[config.mk]
export PLATFORM = sky130hd
export DESIGN_NAME = lsu_mem_if
export DESIGN_NICKNAME = d
export VERILOG_FILES = /design/src/rtl/lsu_pkg.sv /design/src/rtl/lsu_load_ext.sv /design/src/rtl/lsu_mem_if.sv
export SDC_FILE = /design/constraint.sdc
export NUM_CORES = 1
export LEC_CHECK = 0
export ABC_AREA = 1
export ABC_CLOCK_PERIOD_IN_PS = 3100
export CORE_MARGIN = 2
export CORE_UTILIZATION = 30
export DETAILED_ROUTE_END_ITERATION = 10
export GPL_TIMING_DRIVEN = 0
export PLACE_DENSITY = 0.7
export SLEW_MARGIN = 20
export SYNTH_ARGS = -nofsm -noshare
export SYNTH_HDL_FRONTEND = slang
export SYNTH_SLANG_ARGS = --single-unit
[constraint.sdc]
create_clock -name clk -period 3.1 [get_ports clk]
set_input_delay 0.62 -clock clk [delete_from_list [all_inputs] [get_ports clk]]
set_output_delay 0.62 -clock clk [all_outputs]
set_load 0.01 [all_outputs]
[src/rtl/lsu_pkg.sv]
// lsu_pkg: shared constants, state encoding and request-decode helpers
// for the lsu_mem_if load/store initiator.
// The optional misalignment check is enabled by defining LSU_MISALIGN_CHK_EN.
package lsu_pkg;

    // RISC-V load/store width codes (funct3)
    localparam logic [2:0] F3_B  = 3'b000;
    localparam logic [2:0] F3_H  = 3'b001;
    localparam logic [2:0] F3_W  = 3'b010;
    localparam logic [2:0] F3_BU = 3'b100;
    localparam logic [2:0] F3_HU = 3'b101;

    // Byte write-enable masks, lane 0 = lowest byte address
    localparam logic [3:0] WEN_B = 4'b0001;
    localparam logic [3:0] WEN_H = 4'b0011;
    localparam logic [3:0] WEN_W = 4'b1111;

    typedef enum logic [1:0] {
        IDLE   = 2'd0,
        ACCESS = 2'd1,
        RESP   = 2'd2
    } lsu_state_t;

    // Codes 011, 110, 111 are never legal; unsigned widths make no sense for stores.
    function automatic logic f3_illegal(input logic we, input logic [2:0] funct3);
        return (funct3 == 3'b011) || (funct3 == 3'b110) || (funct3 == 3'b111) ||
               (we && funct3[2]);
    endfunction

    // Store mask selected by the width part of funct3 (low two bits).
    function automatic logic [3:0] store_mask(input logic [2:0] funct3);
        logic [3:0] m;
        case (funct3[1:0])
            2'b00:   m = WEN_B;
            2'b01:   m = WEN_H;
            default: m = WEN_W;
        endcase
        return m;
    endfunction

    // Halfwords need addr[0] = 0, words need addr[1:0] = 00.
    function automatic logic misaligned(input logic [2:0] funct3, input logic [1:0] addr_lo);
        logic m;
        case (funct3[1:0])
            2'b01:   m = addr_lo[0];
            2'b10:   m = (addr_lo != 2'b00);
            default: m = 1'b0;
        endcase
        return m;
    endfunction

endpackage

[src/rtl/lsu_load_ext.sv]
// lsu_load_ext: combinational sign/zero extension of raw SRAM read data
// according to the load width code.
module lsu_load_ext
    import lsu_pkg::*;
(
    input  logic [2:0]  funct3,
    input  logic [31:0] raw,
    output logic [31:0] data
);

    // Select and extend the low byte/halfword; words pass through.
    always_comb begin
        data = raw;
        case (funct3)
            F3_B:    data = {{24{raw[7]}}, raw[7:0]};
            F3_BU:   data = {24'h000000, raw[7:0]};
            F3_H:    data = {{16{raw[15]}}, raw[15:0]};
            F3_HU:   data = {16'h0000, raw[15:0]};
            F3_W:    data = raw;
            default: data = raw;
        endcase
    end

endmodule

[src/rtl/lsu_mem_if.sv]
// lsu_mem_if: single-outstanding load/store initiator between the CPU memory
// stage and a byte-addressed SRAM with combinational read.
// Handshakes: a transfer happens on a rising edge where valid and ready are
// both high; valid holds its payload until that edge, and ready may not depend
// combinationally on valid (both ready and valid here are registered).
// Optional: define LSU_MISALIGN_CHK_EN to reject misaligned H/HU/W accesses.
module lsu_mem_if
    import lsu_pkg::*;
#(
    parameter int AW = 16,
    parameter int DW = 32
) (
    input  logic          clk,
    input  logic          rst_n,
    input  logic          req_valid,
    output logic          req_ready,
    input  logic          req_we,
    input  logic [2:0]    req_funct3,
    input  logic [AW-1:0] req_addr,
    input  logic [DW-1:0] req_wdata,
    output logic          rsp_valid,
    input  logic          rsp_ready,
    output logic [DW-1:0] rsp_rdata,
    output logic          rsp_err,
    output logic [3:0]    mem_w_en,
    output logic [AW-1:0] mem_addr,
    output logic [DW-1:0] mem_wdata,
    input  logic [DW-1:0] mem_rdata
);

    lsu_state_t  state;
    lsu_state_t  next_state;

    logic        accept;
    logic        req_err;
    logic        we_q;
    logic [2:0]  f3_q;
    logic        err_q;
    logic [31:0] ext_data;

    assign accept = (state == IDLE) && req_valid && req_ready;

    // Classify the incoming request; misalignment only counts when checking is built in.
    always_comb begin
        req_err = f3_illegal(req_we, req_funct3);
`ifdef LSU_MISALIGN_CHK_EN
        if (misaligned(req_funct3, req_addr[1:0])) begin
            req_err = 1'b1;
        end
`endif
    end

    // Next-state logic: one ACCESS cycle, then RESP until the consumer takes it.
    always_comb begin
        next_state = state;
        case (state)
            IDLE:    if (accept) next_state = ACCESS;
            ACCESS:  next_state = RESP;
            RESP:    if (rsp_ready) next_state = IDLE;
            default: next_state = IDLE;
        endcase
    end

    // State register plus registered handshake flags derived from the next state.
    // req_ready resets low and rises one edge after reset release.
    always_ff @(posedge clk or negedge rst_n) begin
        if (!rst_n) begin
            state     <= IDLE;
            req_ready <= 1'b0;
            rsp_valid <= 1'b0;
        end else begin
            state     <= next_state;
            req_ready <= (next_state == IDLE);
            rsp_valid <= (next_state == RESP);
        end
    end

    lsu_load_ext u_load_ext (
        .funct3 (f3_q),
        .raw    (mem_rdata),
        .data   (ext_data)
    );

    // Request capture, SRAM port drive and response capture.
    always_ff @(posedge clk or negedge rst_n) begin
        if (!rst_n) begin
            we_q      <= 1'b0;
            f3_q      <= 3'b000;
            err_q     <= 1'b0;
            mem_w_en  <= 4'b0000;
            mem_addr  <= '0;
            mem_wdata <= '0;
            rsp_rdata <= '0;
            rsp_err   <= 1'b0;
        end else begin
            if (accept) begin
                we_q      <= req_we;
                f3_q      <= req_funct3;
                err_q     <= req_err;
                mem_addr  <= req_addr;
                mem_wdata <= req_wdata;
                mem_w_en  <= (req_we && !req_err) ? store_mask(req_funct3) : 4'b0000;
            end else begin
                // Write enable is only ever live for the single ACCESS cycle.
                mem_w_en <= 4'b0000;
            end
            if (state == ACCESS) begin
                rsp_err   <= err_q;
                rsp_rdata <= (!we_q && !err_q) ? ext_data : '0;
            end
        end
    end

endmodule

==> results of run 1 <==
-- power groups by stage --
stage | sequential, mW | clock, mW | combinational, mW
2_1_floorplan | 2.28 | 0 | 1.04
3_3_place_gp | 2.05 | 0 | 2.65
3_5_place_dp | 2.08 | 0 | 2.70
4_1_cts | 2.07 | 1.09 | 2.71
5_1_grt | 2.13 | 1.14 | 2.93
6_report | 2.07 | 1.05 | 2.66
-- cell type report --
type	instances	area (µm²)
buffer	21	179
sequential	93	2330
inverter	8	30.0
clock buffer	11	253
timing repair buffer	175	1770
clock inverter	5	33.8
tap	172	215
fill	1191	6440
multi-input combinational	326	1320
-- metrics by stage --
step | power (mW) | area, µm²
6_report | 5.77 | 6130
4_1_cts | 5.88 | 6130
3_5_place_dp | 4.78 | 5840
2_1_floorplan | 3.31 | 3850
5_1_grt | 6.21 | 6130
3_3_place_gp | 4.71 | 5810
-- state kept, by name, summed over array words and instances (netlist names), 2 cells and up --
signal / flops
mem_w_en: 3
mem_addr: 16
f3_q: 3
rsp_rdata: 32
state: 2
mem_wdata: 32
-- cell usage in the layout (no fill, tap or decap) --
master / instances
nand2_1: 253
clkdlybuf4s50_1: 173
dfrtp_1: 93
nor2_1: 39
o21ai_0: 14
nand2_2: 11
buf_6: 9
clkbuf_16: 9
buf_4: 6
buf_2: 5
inv_2: 4
inv_1: 4
nand3_1: 2
clkinv_2: 2
clkbuf_8: 2
clkinvlp_4: 2
nor3_4: 1
buf_8: 1
nand4_2: 1
o211ai_1: 1
nor2_4: 1
nand2_4: 1
clkbuf_1: 1
nand3_2: 1
o21ai_1: 1
inv_6: 1
buf_16: 1
-- worst max path at each step --
stage / cells after the start / end / start / slack, ns
global route: 2 / mem_w_en[3] / mem_w_en[2]$_DFF_PN0_ / 1.11
global placement: 1 / mem_wdata[28]$_DFFE_PN0P_ / rst_n / -2.04
floorplan: 4 / req_ready$_DFF_PN0_ / req_valid / 1.74
detailed placement: 6 / f3_q[0]$_DFFE_PN0P_ / req_valid / 0.92
CTS: 2 / mem_w_en[3] / mem_w_en[2]$_DFF_PN0_ / 1.11
finish: 2 / mem_w_en[3] / mem_w_en[2]$_DFF_PN0_ / 1.15
-- layer usage --
layer,share of wire [%],GRT usage (%),vias up
met1,43,18.7,1626
met4,1.4,6.10,0
li1,-,-,1729
met5,0,0,-
met3,8.3,5.50,10
met2,48,26.7,113
-- cells by family after synthesis --
group           Yosys count
simple gates            310
buf+inv                  29
flops                    93
compound gates           16
==> out/metrics.csv, run 1 <==
stage,metric,value,unit
outcome,status,finished clean,
sta,final.period_utilization,62.9,%
logic_synthesis,synth-adder-area-share,0,%
power,comb_power_share,46.1,%
logic_synthesis,synth_nets,536,
sta,fmax,513,MHz
floorplanning,die-height,117,µm
clock_network,path_clk_slew,0.07,ns
logic_synthesis,yosysWarnings,0,
sta,layout_setup_ws,1.15,ns
sta,finalHoldViolations,0,
logic_synthesis,synth_top_area_cell,dfrtp_1,
routing,ant_nets,0,
worst_setup_path,worstPathArrival,1.33,ns
worst_setup_path,worst-path-buf-inv,2,
sta,rsz0062_at_grt,false,
worst_setup_path,r2r_slack,1.66,ns
worst_setup_path,crit_family,buffers and inverters,
sta,fin_worst_hold_slack,0.204,ns
global_route,first_global_vias,3595,
logic_synthesis,synth_common_cells,"253 x nand2_1, 93 x dfrtp_1, 39 x nor2_1",
power,clkPwrFrac,18.1,%
worst_setup_path,slowest_delay,0.51,ns
logic_synthesis,synth_xor_area_share,0,%
sta,timing.slew.headroom,60.2,%
logic_synthesis,synth_top_flop_cell,dfrtp_1,
logic_synthesis,synthSimpleGateAreaFrac,32.1,%
worst_setup_path,r2r_end,f3_q[0]$_DFFE_PN0P_,
logic_synthesis,synth_area_leaders,"dfrtp_1 60%, nand2_1 25%, nor2_1 3.8%, buf_6 2.3%, o21ai_0 1.8%",
placement,dpl.cell_count,795,
clock_network,cts_resized,0,
logic_synthesis,synth_top_family_by_area,simple AND/OR/NAND/NOR gates,
logic_synthesis,synthMuxAreaShare,0,%
cells_and_area,drive_gt1_share,9.08,%
routing,drc,0,
cells_and_area,area_growth,58.9,%
sta,skew,0.00832,ns
worst_setup_path,worstPathRequired,2.48,ns
placement,place_ws,0.920,ns
cells_and_area,stdcell_count,811,
power,p_sw,2.06,mW
logic_synthesis,async_flop_share,100,%
logic_synthesis,synth_most_common_cell,nand2_1,
sta,finalSetupTns,0,ns
min_path,hold_path.class,in2async,
routing,firstDrtPassIters,4,
worst_setup_path,endpoint_kind,output port,
logic_synthesis,synth.top_cell.area_share,60.4,%
routing,viasPerCell,4.29,
floorplanning,fp.coreArea,12600,µm²
sta,finalMaxSlewViolations,0,
cells_and_area,antenna_cells,0,
clock_network,clockBufferDepth,2,
floorplanning,start_util,30.7,%
power,ir_drop,0.369,mV
worst_setup_path,rr_worst_depth,4,
global_route,grt_start_max_net_pins,50,
power,p_leak,3.04,nW
logic_synthesis,avgSynthCellArea,8.60,µm²
worst_setup_path,path_cells,buf_4 -> clkdlybuf4s50_1,
floorplanning,dieWidth,117,µm
power,power.density,942,nW/µm²
logic_synthesis,ys_types,20,
clock_network,clock_latency,0.34,ns
sta,worst_pin_slew,0.595,ns
worst_setup_path,criticalPathCategory,reg2out,
routing,drt-total-wl,10.6,mm
global_route,antenna_found_initial,0,
clock_network,ctsHoldBuffers,0,
job,drv_cap,0,
floorplanning,core.rowCount,41,
placement,routabilityCongestion,0.795,
floorplanning,io_pins,175,
cells_and_area,finish.utilization,48.8,%
power,intPower,3.71,mW
sta,setup_viol,0,
global_route,grt_first_pass_wirelength,17.5,mm
worst_setup_path,start_kind,flip-flop,
placement,io_buffers,174,
routing,vias,3478,
clock_network,post_cts_buffers,0,
logic_synthesis,synth_area,3850,µm²
worst_setup_path,regToRegStartpoint,state[1]$_DFF_PN0_,
logic_synthesis,synth_compound_area_share,2.14,%
global_route,grt_usage,15.9,%
logic_synthesis,syn_inst,448,
clock_network,numCtsBuffers,9,
global_route,gr-total-overflow,0,
worst_setup_path,slowest_stage,clkdlybuf4s50_1,
worst_setup_path,crit_fanout,2,
floorplanning,die-area,13800,µm²
clock_network,cts_tree,done,
clock_network,cts-htree-levels,3,
routing,drt_iter0_drc,169,
clock_network,root_buffer,clkbuf_16,
logic_synthesis,synth-edff-count,0,
logic_synthesis,synth-seq-area-share,60.4,%
power,p_sw_share,35.7,%
logic_synthesis,synth-seq-cells,93,
clock_network,clock-sinks,93,
cells_and_area,nNetsFinal,722,
sta,finalWorstPathRequiredPeriod,1.95,ns
routing,avgRoutedWirePerCell,13.0,µm
power,pwr-share-seq,35.8,%
placement,dp_hpwl,7.83,mm
(Power assumes the default switching activity.)
==> inputs of run 2 (changes only) <==
--- a/config.mk
+++ b/config.mk
@@ -6,12 +6,12 @@
 export NUM_CORES = 1
 export LEC_CHECK = 0
 export ABC_AREA = 1
-export ABC_CLOCK_PERIOD_IN_PS = 3100
+export ABC_CLOCK_PERIOD_IN_PS = 1700
 export CORE_MARGIN = 2
 export CORE_UTILIZATION = 30
 export DETAILED_ROUTE_END_ITERATION = 10
 export GPL_TIMING_DRIVEN = 0
-export PLACE_DENSITY = 0.7
+export PLACE_DENSITY = 0.72
 export SLEW_MARGIN = 20
 export SYNTH_ARGS = -nofsm -noshare
 export SYNTH_HDL_FRONTEND = slang
==> constraint.sdc (replaced) <==
create_clock -name clk -period 1.7 [get_ports clk]
set_input_delay 0.34 -clock clk [delete_from_list [all_inputs] [get_ports clk]]
set_output_delay 0.34 -clock clk [all_outputs]
set_load 0.01 [all_outputs]
==> run 2 against run 1 <==
Sequential power grew 82%. Largest cell class unchanged. Non-clock buffer count grew 1. Highest routed layer unchanged. Clock-buffer cell count grew 1. Critical path type unchanged.
==> out/metrics.csv, run 2 (same netlist as run 1, synthesis figures left out) <==
stage,metric,value,unit,change
cells_and_area,mostFrequentLayoutCells,"253 x nand2_1, 172 x clkdlybuf4s50_1, 93 x dfrtp_1",,"was 253 x nand2_1, 173 x clkdlybuf4s50_1, 93 x dfrtp_1"
clock_network,path_clk_slew,0.06,ns,was 0.07 ns
placement,dpl.cell_count,795,,unchanged
outcome,status,finished clean,,unchanged
placement,io_buffers,174,,unchanged
sta,skew,0.00455,ns,was 0.00832 ns
routing,drt-total-wl,10.8,mm,was 10.6 mm
clock_network,root_buffer,clkbuf_16,,unchanged
global_route,first_global_vias,3495,,was 3595
clock_network,cts-htree-levels,3,,unchanged
job,drv_cap,0,,unchanged
floorplanning,core.rowCount,41,,unchanged
floorplanning,die-area,13800,µm²,unchanged
sta,finalWorstPathRequiredPeriod,1.62,ns,
sta,rsz0062_at_grt,false,,unchanged
routing,drt_iter0_drc,149,,was 169
sta,finalMaxSlewViolations,0,,unchanged
floorplanning,dieWidth,117,µm,unchanged
placement,routabilityCongestion,0.784,,was 0.795
global_route,grt_first_pass_wirelength,17.7,mm,was 17.5 mm
sta,setup_viol,0,,unchanged
floorplanning,io_pins,175,,unchanged
routing,firstDrtPassIters,4,,unchanged
cells_and_area,stdcell_count,812,,was 811
worst_setup_path,path_cells,clkdlybuf4s50_1,,was buf_4 -> clkdlybuf4s50_1
clock_network,clockBufferDepth,2,,unchanged
sta,finalSetupTns,0,ns,unchanged
routing,ant_nets,0,,unchanged
worst_setup_path,crit_fanout,3,,was 2
power,ir_drop,0.710,mV,was 0.369 mV
min_path,hold_path.class,reg2reg,,was in2async
cells_and_area,finish.utilization,48.8,%,about the same
worst_setup_path,criticalPathCategory,reg2out,,unchanged
routing,drc,0,,unchanged
global_route,gr-total-overflow,0,,unchanged
sta,final.period_utilization,95.1,%,
worst_setup_path,start_kind,flip-flop,,unchanged
cells_and_area,antenna_cells,0,,unchanged
sta,finalHoldViolations,0,,unchanged
sta,timing.slew.headroom,61.1,%,was 60.2%
worst_setup_path,slowest_delay,0.56,ns,was 0.51 ns
cells_and_area,nNetsFinal,723,,was 722
sta,worst_pin_slew,0.582,ns,was 0.595 ns
worst_setup_path,endpoint_kind,output port,,unchanged
worst_setup_path,slowest_stage,clkdlybuf4s50_1,,unchanged
clock_network,clock_latency,0.34,ns,about the same
power,power.density,1720,nW/µm²,was 942 nW/µm²
global_route,grt_start_max_net_pins,50,,unchanged
clock_network,cts_tree,done,,unchanged
floorplanning,die-height,117,µm,unchanged
worst_setup_path,worstPathRequired,1.36,ns,was 2.48 ns
worst_setup_path,worstPathArrival,1.28,ns,was 1.33 ns
placement,dp_hpwl,8.06,mm,was 7.83 mm
power,p_leak,3.05,nW,was 3.04 nW
cells_and_area,reg_top3,"mem_wdata: 32 flops, rsp_rdata: 32 flops, mem_addr: 16 flops",,unchanged
cells_and_area,area_growth,59.0,%,was 58.9%
routing,viasPerCell,4.33,,was 4.29
floorplanning,fp.coreArea,12600,µm²,unchanged
routing,avgRoutedWirePerCell,13.4,µm,was 13.0 µm
global_route,antenna_found_initial,0,,unchanged
cells_and_area,final_common_cell,nand2_1,,unchanged
worst_setup_path,worst-path-buf-inv,1,,was 2
global_route,grt_usage,16.0,%,was 15.9%
floorplanning,start_util,30.7,%,unchanged
clock_network,numCtsBuffers,9,,unchanged
sta,fmax,619,MHz,
worst_setup_path,crit_family,buffers and inverters,,unchanged
clock_network,clock-sinks,93,,unchanged
cells_and_area,drive_gt1_share,8.91,%,was 9.08%
routing,vias,3520,,was 3478
clock_network,post_cts_buffers,0,,unchanged
-- run 2: changes by cell type in the layout (fill, tap and decap cells not counted), sizes merged --
cell           delta
inv               -1
dlygate4sd2       +1
clkbuf            +1
clkdlybuf4s50     -1
clkinv            +1
clkinvlp          -1
dlygate4sd3       +1
-- run 2: metal layers --
layer	GRT usage (%)	vias to the layer above	share of wire (%)
li1	-	1732	-
met1	19.9	1640	44
met2	26.0	135	47
met3	5.30	13	8.4
met4	6.25	0	1.5
met5	0	-	0
-- run 2: final timing paths --
path	depth (start not counted)	slack [ns]	to	from
max	1	0.08	req_ready	req_ready$_DFF_PN0_
min	2	0.48	mem_wdata[28]$_DFFE_PN0P_	mem_wdata[28]$_DFFE_PN0P_
max reg2reg	4	0.28	f3_q[0]$_DFFE_PN0P_	state[1]$_DFF_PN0_
min reg2reg	2	0.48	mem_wdata[28]$_DFFE_PN0P_	mem_wdata[28]$_DFFE_PN0P_
max in group asynchronous	3	0.60	mem_wdata[27]$_DFFE_PN0P_	rst_n
min in group asynchronous	2	0.51	rsp_rdata[13]$_DFFE_PN0N_	rst_n
-- run 2: timing repair --
item,CTS,global route
hold buffers,1,0
setup endpoints to repair,1,0
gates resized for setup,1,0
hold endpoints to repair,48,0
-- run 2: layout make-up --
type                       count  area (µm²)
buffer                        21         179
tap                          172         215
clock inverter                 4        22.5
fill                        1204        6440
sequential                    93        2330
multi-input combinational    326        1320
timing repair buffer         176        1780
clock buffer                  12         256
inverter                       8        30.0
-- run 2: tightest hold or removal path: cells and delay by family, from the launching register on --
kind | cells | cell delay [ns]
simple gates | 2 | 0.11
flops | 1 | 0.34
-- run 2: metrics by stage --
step / power [mW] / hold WS (ns) / area (µm²) / setup WS (ns)
after floorplan: 6.04 / 0.0444 / 3850 / 0.514
after global placement: 8.57 / 0.462 / 5810 / -3.15
after detailed placement: 8.73 / 0.316 / 5840 / -0.164
after CTS: 10.7 / 0.482 / 6130 / 0.0537
after global routing: 11.3 / 0.501 / 6130 / 0.0287
final: 10.5 / 0.479 / 6130 / 0.0839
-- run 2: power breakdown --
group	internal [mW]	total (mW)	switching (mW)
registers	3.19	3.77	0.573
logic	2.51	4.87	2.36
clock network	1.06	1.89	0.830
==> inputs of run 3 (changes only) <==
--- a/config.mk
+++ b/config.mk
@@ -5,13 +5,13 @@
 export SDC_FILE = /design/constraint.sdc
 export NUM_CORES = 1
 export LEC_CHECK = 0
-export ABC_AREA = 1
+export ABC_AREA = 0
 export ABC_CLOCK_PERIOD_IN_PS = 1700
 export CORE_MARGIN = 2
 export CORE_UTILIZATION = 30
 export DETAILED_ROUTE_END_ITERATION = 10
 export GPL_TIMING_DRIVEN = 0
-export PLACE_DENSITY = 0.72
+export PLACE_DENSITY = 0.73
 export SLEW_MARGIN = 20
 export SYNTH_ARGS = -nofsm -noshare
 export SYNTH_HDL_FRONTEND = slang
==> run 3 against run 2 <==
First-iteration DRC count fell by 6.0%. Setup slack lost 0.014 ns. Total power is 2.2% lower. Largest cell class unchanged. Routed wire length is 10% lower. Combinational power fell by 1%. Synthesized cell count decreased by 44%. Via count down 22%.
==> out/metrics.csv, run 3 <==
stage,metric,value,unit,change
outcome,status,finished clean,,unchanged
worst_setup_path,endpoint,mem_w_en[3],,was req_ready
cells_and_area,regArea,2330,µm²,unchanged
sta,fmax,613,MHz,was 619 MHz
clock_network,numCtsBuffers,9,,unchanged
cells_and_area,design_area,6050,µm²,was 6130 µm²
sta,worst_pin_slew,0.511,ns,was 0.582 ns
logic_synthesis,synth_common_cells,"93 x dfrtp_1, 40 x mux2_4, 24 x nand2_1",,"was 253 x nand2_1, 93 x dfrtp_1, 39 x nor2_1"
logic_synthesis,synth_top_area_cell,dfrtp_1,,unchanged
global_route,antenna_found_initial,0,,unchanged
logic_synthesis,synth_area_leaders,"dfrtp_1 61%, mux2_4 16%, a22o_1 3.7%, a32oi_1 3.7%, mux2_1 3.0%",,"was dfrtp_1 60%, nand2_1 25%, nor2_1 3.8%, buf_6 2.3%, o21ai_0 1.8%"
placement,dpl.cell_count,597,,was 795
worst_setup_path,worstPathRequired,1.36,ns,about the same
cells_and_area,stdcell_count,613,,was 812
power,pwr-share-seq,36.0,%,was 35.8%
cells_and_area,drive_gt1_share,18.1,%,was 8.91%
floorplanning,die-area,13500,µm²,was 13800 µm²
worst_setup_path,start_kind,flip-flop,,unchanged
clock_network,clockBufferDepth,2,,unchanged
min_path,hold_path.class,reg2reg,,unchanged
placement,routabilityCongestion,0.679,,was 0.784
logic_synthesis,synth_top_flop_cell,dfrtp_1,,unchanged
sta,final.period_utilization,95.9,%,was 95.1%
cells_and_area,final_common_cell,clkdlybuf4s50_1,,was nand2_1
job,drv_cap,0,,unchanged
sta,setup_viol,0,,unchanged
clock_network,clock_latency,0.33,ns,was 0.34 ns
power,intPower,7.20,mW,was 6.77 mW
cells_and_area,fillers,1122,,was 1204
logic_synthesis,synth_area,3790,µm²,was 3850 µm²
clock_network,root_buffer,clkbuf_16,,unchanged
floorplanning,start_util,30.4,%,was 30.7%
routing,viasPerCell,4.50,,was 4.33
sta,fin_worst_hold_slack,0.488,ns,was 0.479 ns
routing,drt-total-wl,9.76,mm,was 10.8 mm
global_route,grt_usage,14.5,%,was 16.0%
logic_synthesis,ys_types,22,,was 20
logic_synthesis,async_flop_share,100,%,unchanged
cells_and_area,reg_top3,"mem_wdata: 32 flops, rsp_rdata: 32 flops, mem_addr: 16 flops",,unchanged
cells_and_area,multiInputGateArea,1320,µm²,about the same
clock_network,clock-sinks,93,,unchanged
logic_synthesis,synth_nets,338,,was 536
clock_network,cts_tree,done,,unchanged
placement,io_buffers,174,,unchanged
power,comb_power_share,46.8,%,was 46.2%
power,power.density,1700,nW/µm²,was 1720 nW/µm²
worst_setup_path,slowest_stage,clkdlybuf4s50_1,,unchanged
worst_setup_path,path_cells,buf_4 -> clkdlybuf4s50_1,,was clkdlybuf4s50_1
worst_setup_path,criticalPathCategory,reg2out,,unchanged
cells_and_area,nNetsFinal,525,,was 723
worst_setup_path,rr_worst_depth,4,,unchanged
placement,dpl_cell_area,5770,µm²,was 5840 µm²
sta,finalMaxSlewViolations,0,,unchanged
floorplanning,dieWidth,116,µm,was 117 µm
logic_synthesis,synth.top_cell.area_share,61.4,%,was 60.4%
power,p_leak,2.68,nW,was 3.05 nW
logic_synthesis,synth-edff-count,0,,unchanged
cells_and_area,antenna_cells,0,,unchanged
worst_setup_path,regToRegStartpoint,state[1]$_DFF_PN0_,,unchanged
sta,timing.slew.headroom,66.0,%,was 61.1%
routing,vias,2756,,was 3520
worst_setup_path,crit_family,buffers and inverters,,unchanged
sta,finalWorstPathRequiredPeriod,1.63,ns,was 1.62 ns
routing,drc,0,,unchanged
routing,firstDrtPassIters,4,,unchanged
worst_setup_path,path_depth,2,,was 1
logic_synthesis,synth_most_common_cell,dfrtp_1,,was nand2_1
floorplanning,fp.coreArea,12500,µm²,was 12600 µm²
min_path,hp-start,mem_wdata[31]$_DFFE_PN0P_,,was mem_wdata[28]$_DFFE_PN0P_
global_route,first_global_vias,2980,,was 3495
global_route,grt_first_pass_wirelength,15.1,mm,was 17.7 mm
logic_synthesis,synth-seq-area-share,61.4,%,was 60.4%
worst_setup_path,crit_fanout,2,,was 3
routing,drt_iter0_drc,140,,was 149
clock_network,cts-htree-levels,3,,unchanged
clock_network,path_clk_slew,0.06,ns,about the same
floorplanning,die-height,116,µm,was 117 µm
sta,finalHoldViolations,0,,unchanged
worst_setup_path,startpoint,mem_w_en[2]$_DFF_PN0_,,was req_ready$_DFF_PN0_
worst_setup_path,worstPathArrival,1.29,ns,was 1.28 ns
worst_setup_path,worst-path-buf-inv,2,,was 1
power,clkPwrFrac,17.2,%,was 18.0%
worst_setup_path,r2r_end,mem_wdata[16]$_DFFE_PN0P_,,was f3_q[0]$_DFFE_PN0P_
global_route,gr-total-overflow,0,,unchanged
power,p_sw_share,30.2,%,was 35.7%
sta,rsz0062_at_grt,false,,unchanged
cells_and_area,area_growth,59.7,%,was 59.0%
sta,skew,0.00573,ns,was 0.00455 ns
worst_setup_path,endpoint_kind,output port,,unchanged
logic_synthesis,yosysWarnings,0,,unchanged
power,ir_drop,0.716,mV,was 0.710 mV
worst_setup_path,slowest_delay,0.46,ns,was 0.56 ns
routing,ant_nets,0,,unchanged
logic_synthesis,avgSynthCellArea,15.2,µm²,was 8.60 µm²
sta,finalSetupTns,0,ns,unchanged
cells_and_area,mostFrequentLayoutCells,"173 x clkdlybuf4s50_1, 93 x dfrtp_1, 40 x mux2_4",,"was 253 x nand2_1, 172 x clkdlybuf4s50_1, 93 x dfrtp_1"
global_route,grt_start_max_net_pins,50,,unchanged
placement,dp_hpwl,7.30,mm,was 8.06 mm
power,p_total,10.3,mW,was 10.5 mW
logic_synthesis,syn_inst,250,,was 448
routing,avgRoutedWirePerCell,15.9,µm,was 13.4 µm
power,p_sw,3.11,mW,was 3.76 mW
worst_setup_path,r2r_slack,0.13,ns,was 0.28 ns
clock_network,post_cts_buffers,0,,unchanged
floorplanning,core.rowCount,41,,unchanged
logic_synthesis,synth-seq-cells,93,,unchanged
floorplanning,io_pins,175,,unchanged
-- run 3: cell count changes after synthesis, moves of 5 or more --
cell,previous run,this run
a22o_1,0,16
a32oi_1,0,16
mux2_1,0,10
mux2_2,0,5
mux2_4,0,40
nand2_1,253,24
nand2_2,11,0
nor2_1,39,5
-- run 3: power by group through the flow --
stage               Clock [mW]  Combinational [mW]  Sequential, mW
global route              1.94                5.17            3.83
finish                    1.77                4.82            3.71
global placement             0                4.77            3.69
CTS                       1.85                4.88            3.73
floorplan                    0                2.04            4.09
detailed placement           0                4.87            3.73
-- run 3: logic make-up after synthesis --
family                 after synthesis  synth area share [%]
flip-flops                          93                  61.4
multiplexers                        55                  20.3
AO/OA/AOI/OAI                       44                  8.98
AND/OR/NAND/NOR                     37                  5.18
buffers and inverters               20                  3.86
XOR/XNOR                             1                 0.231
-- run 3: routing by layer --
layer / vias to the layer above / part of all wire [%] / GRT usage (%)
li1: 1273 / - / -
met1: 1357 / 44 / 17.8
met2: 117 / 47 / 23.8
met3: 9 / 8.4 / 5.14
met4: 0 / 1.1 / 4.76
met5: - / 0 / 0
-- run 3: worst min path at each step --
stage | cells past startpoint | end | slack (ns)
after floorplan | 0 | err_q$_DFFE_PN0P_ | 0.04
after global placement | 1 | mem_addr[11]$_DFFE_PN0P_ | 0.47
after detailed placement | 1 | mem_wdata[10]$_DFFE_PN0P_ | 0.29
after CTS | 2 | rsp_rdata[23]$_DFFE_PN0N_ | 0.49
after global routing | 1 | mem_addr[14]$_DFFE_PN0P_ | 0.51
final | 1 | mem_wdata[31]$_DFFE_PN0P_ | 0.49
-- run 3: cell type report --
type,count,share of cell area (%)
Timing Repair Buffer,176,29.4
Buffer,20,2.42
Tap cell,172,3.56
Multi-Input combinational cell,137,21.9
Clock inverter,2,0.165
Clock buffer,13,4.13
Sequential cell,93,38.5
-- run 3: timing repair --
item	in CTS	in global routing
endpoints found under the setup margin	0	10
hold buffers	1	0
hold endpoints to repair	44	0
resized for setup	0	1
-- run 3: per-stage QoR --
step	setup WS, ns	util, %
after CTS	0.0472	48.5
after global routing	0.0121	48.5
after detailed placement	-0.160	46.3
after floorplan	0.255	-
final	0.0695	48.5
after global placement	-3.03	46.1
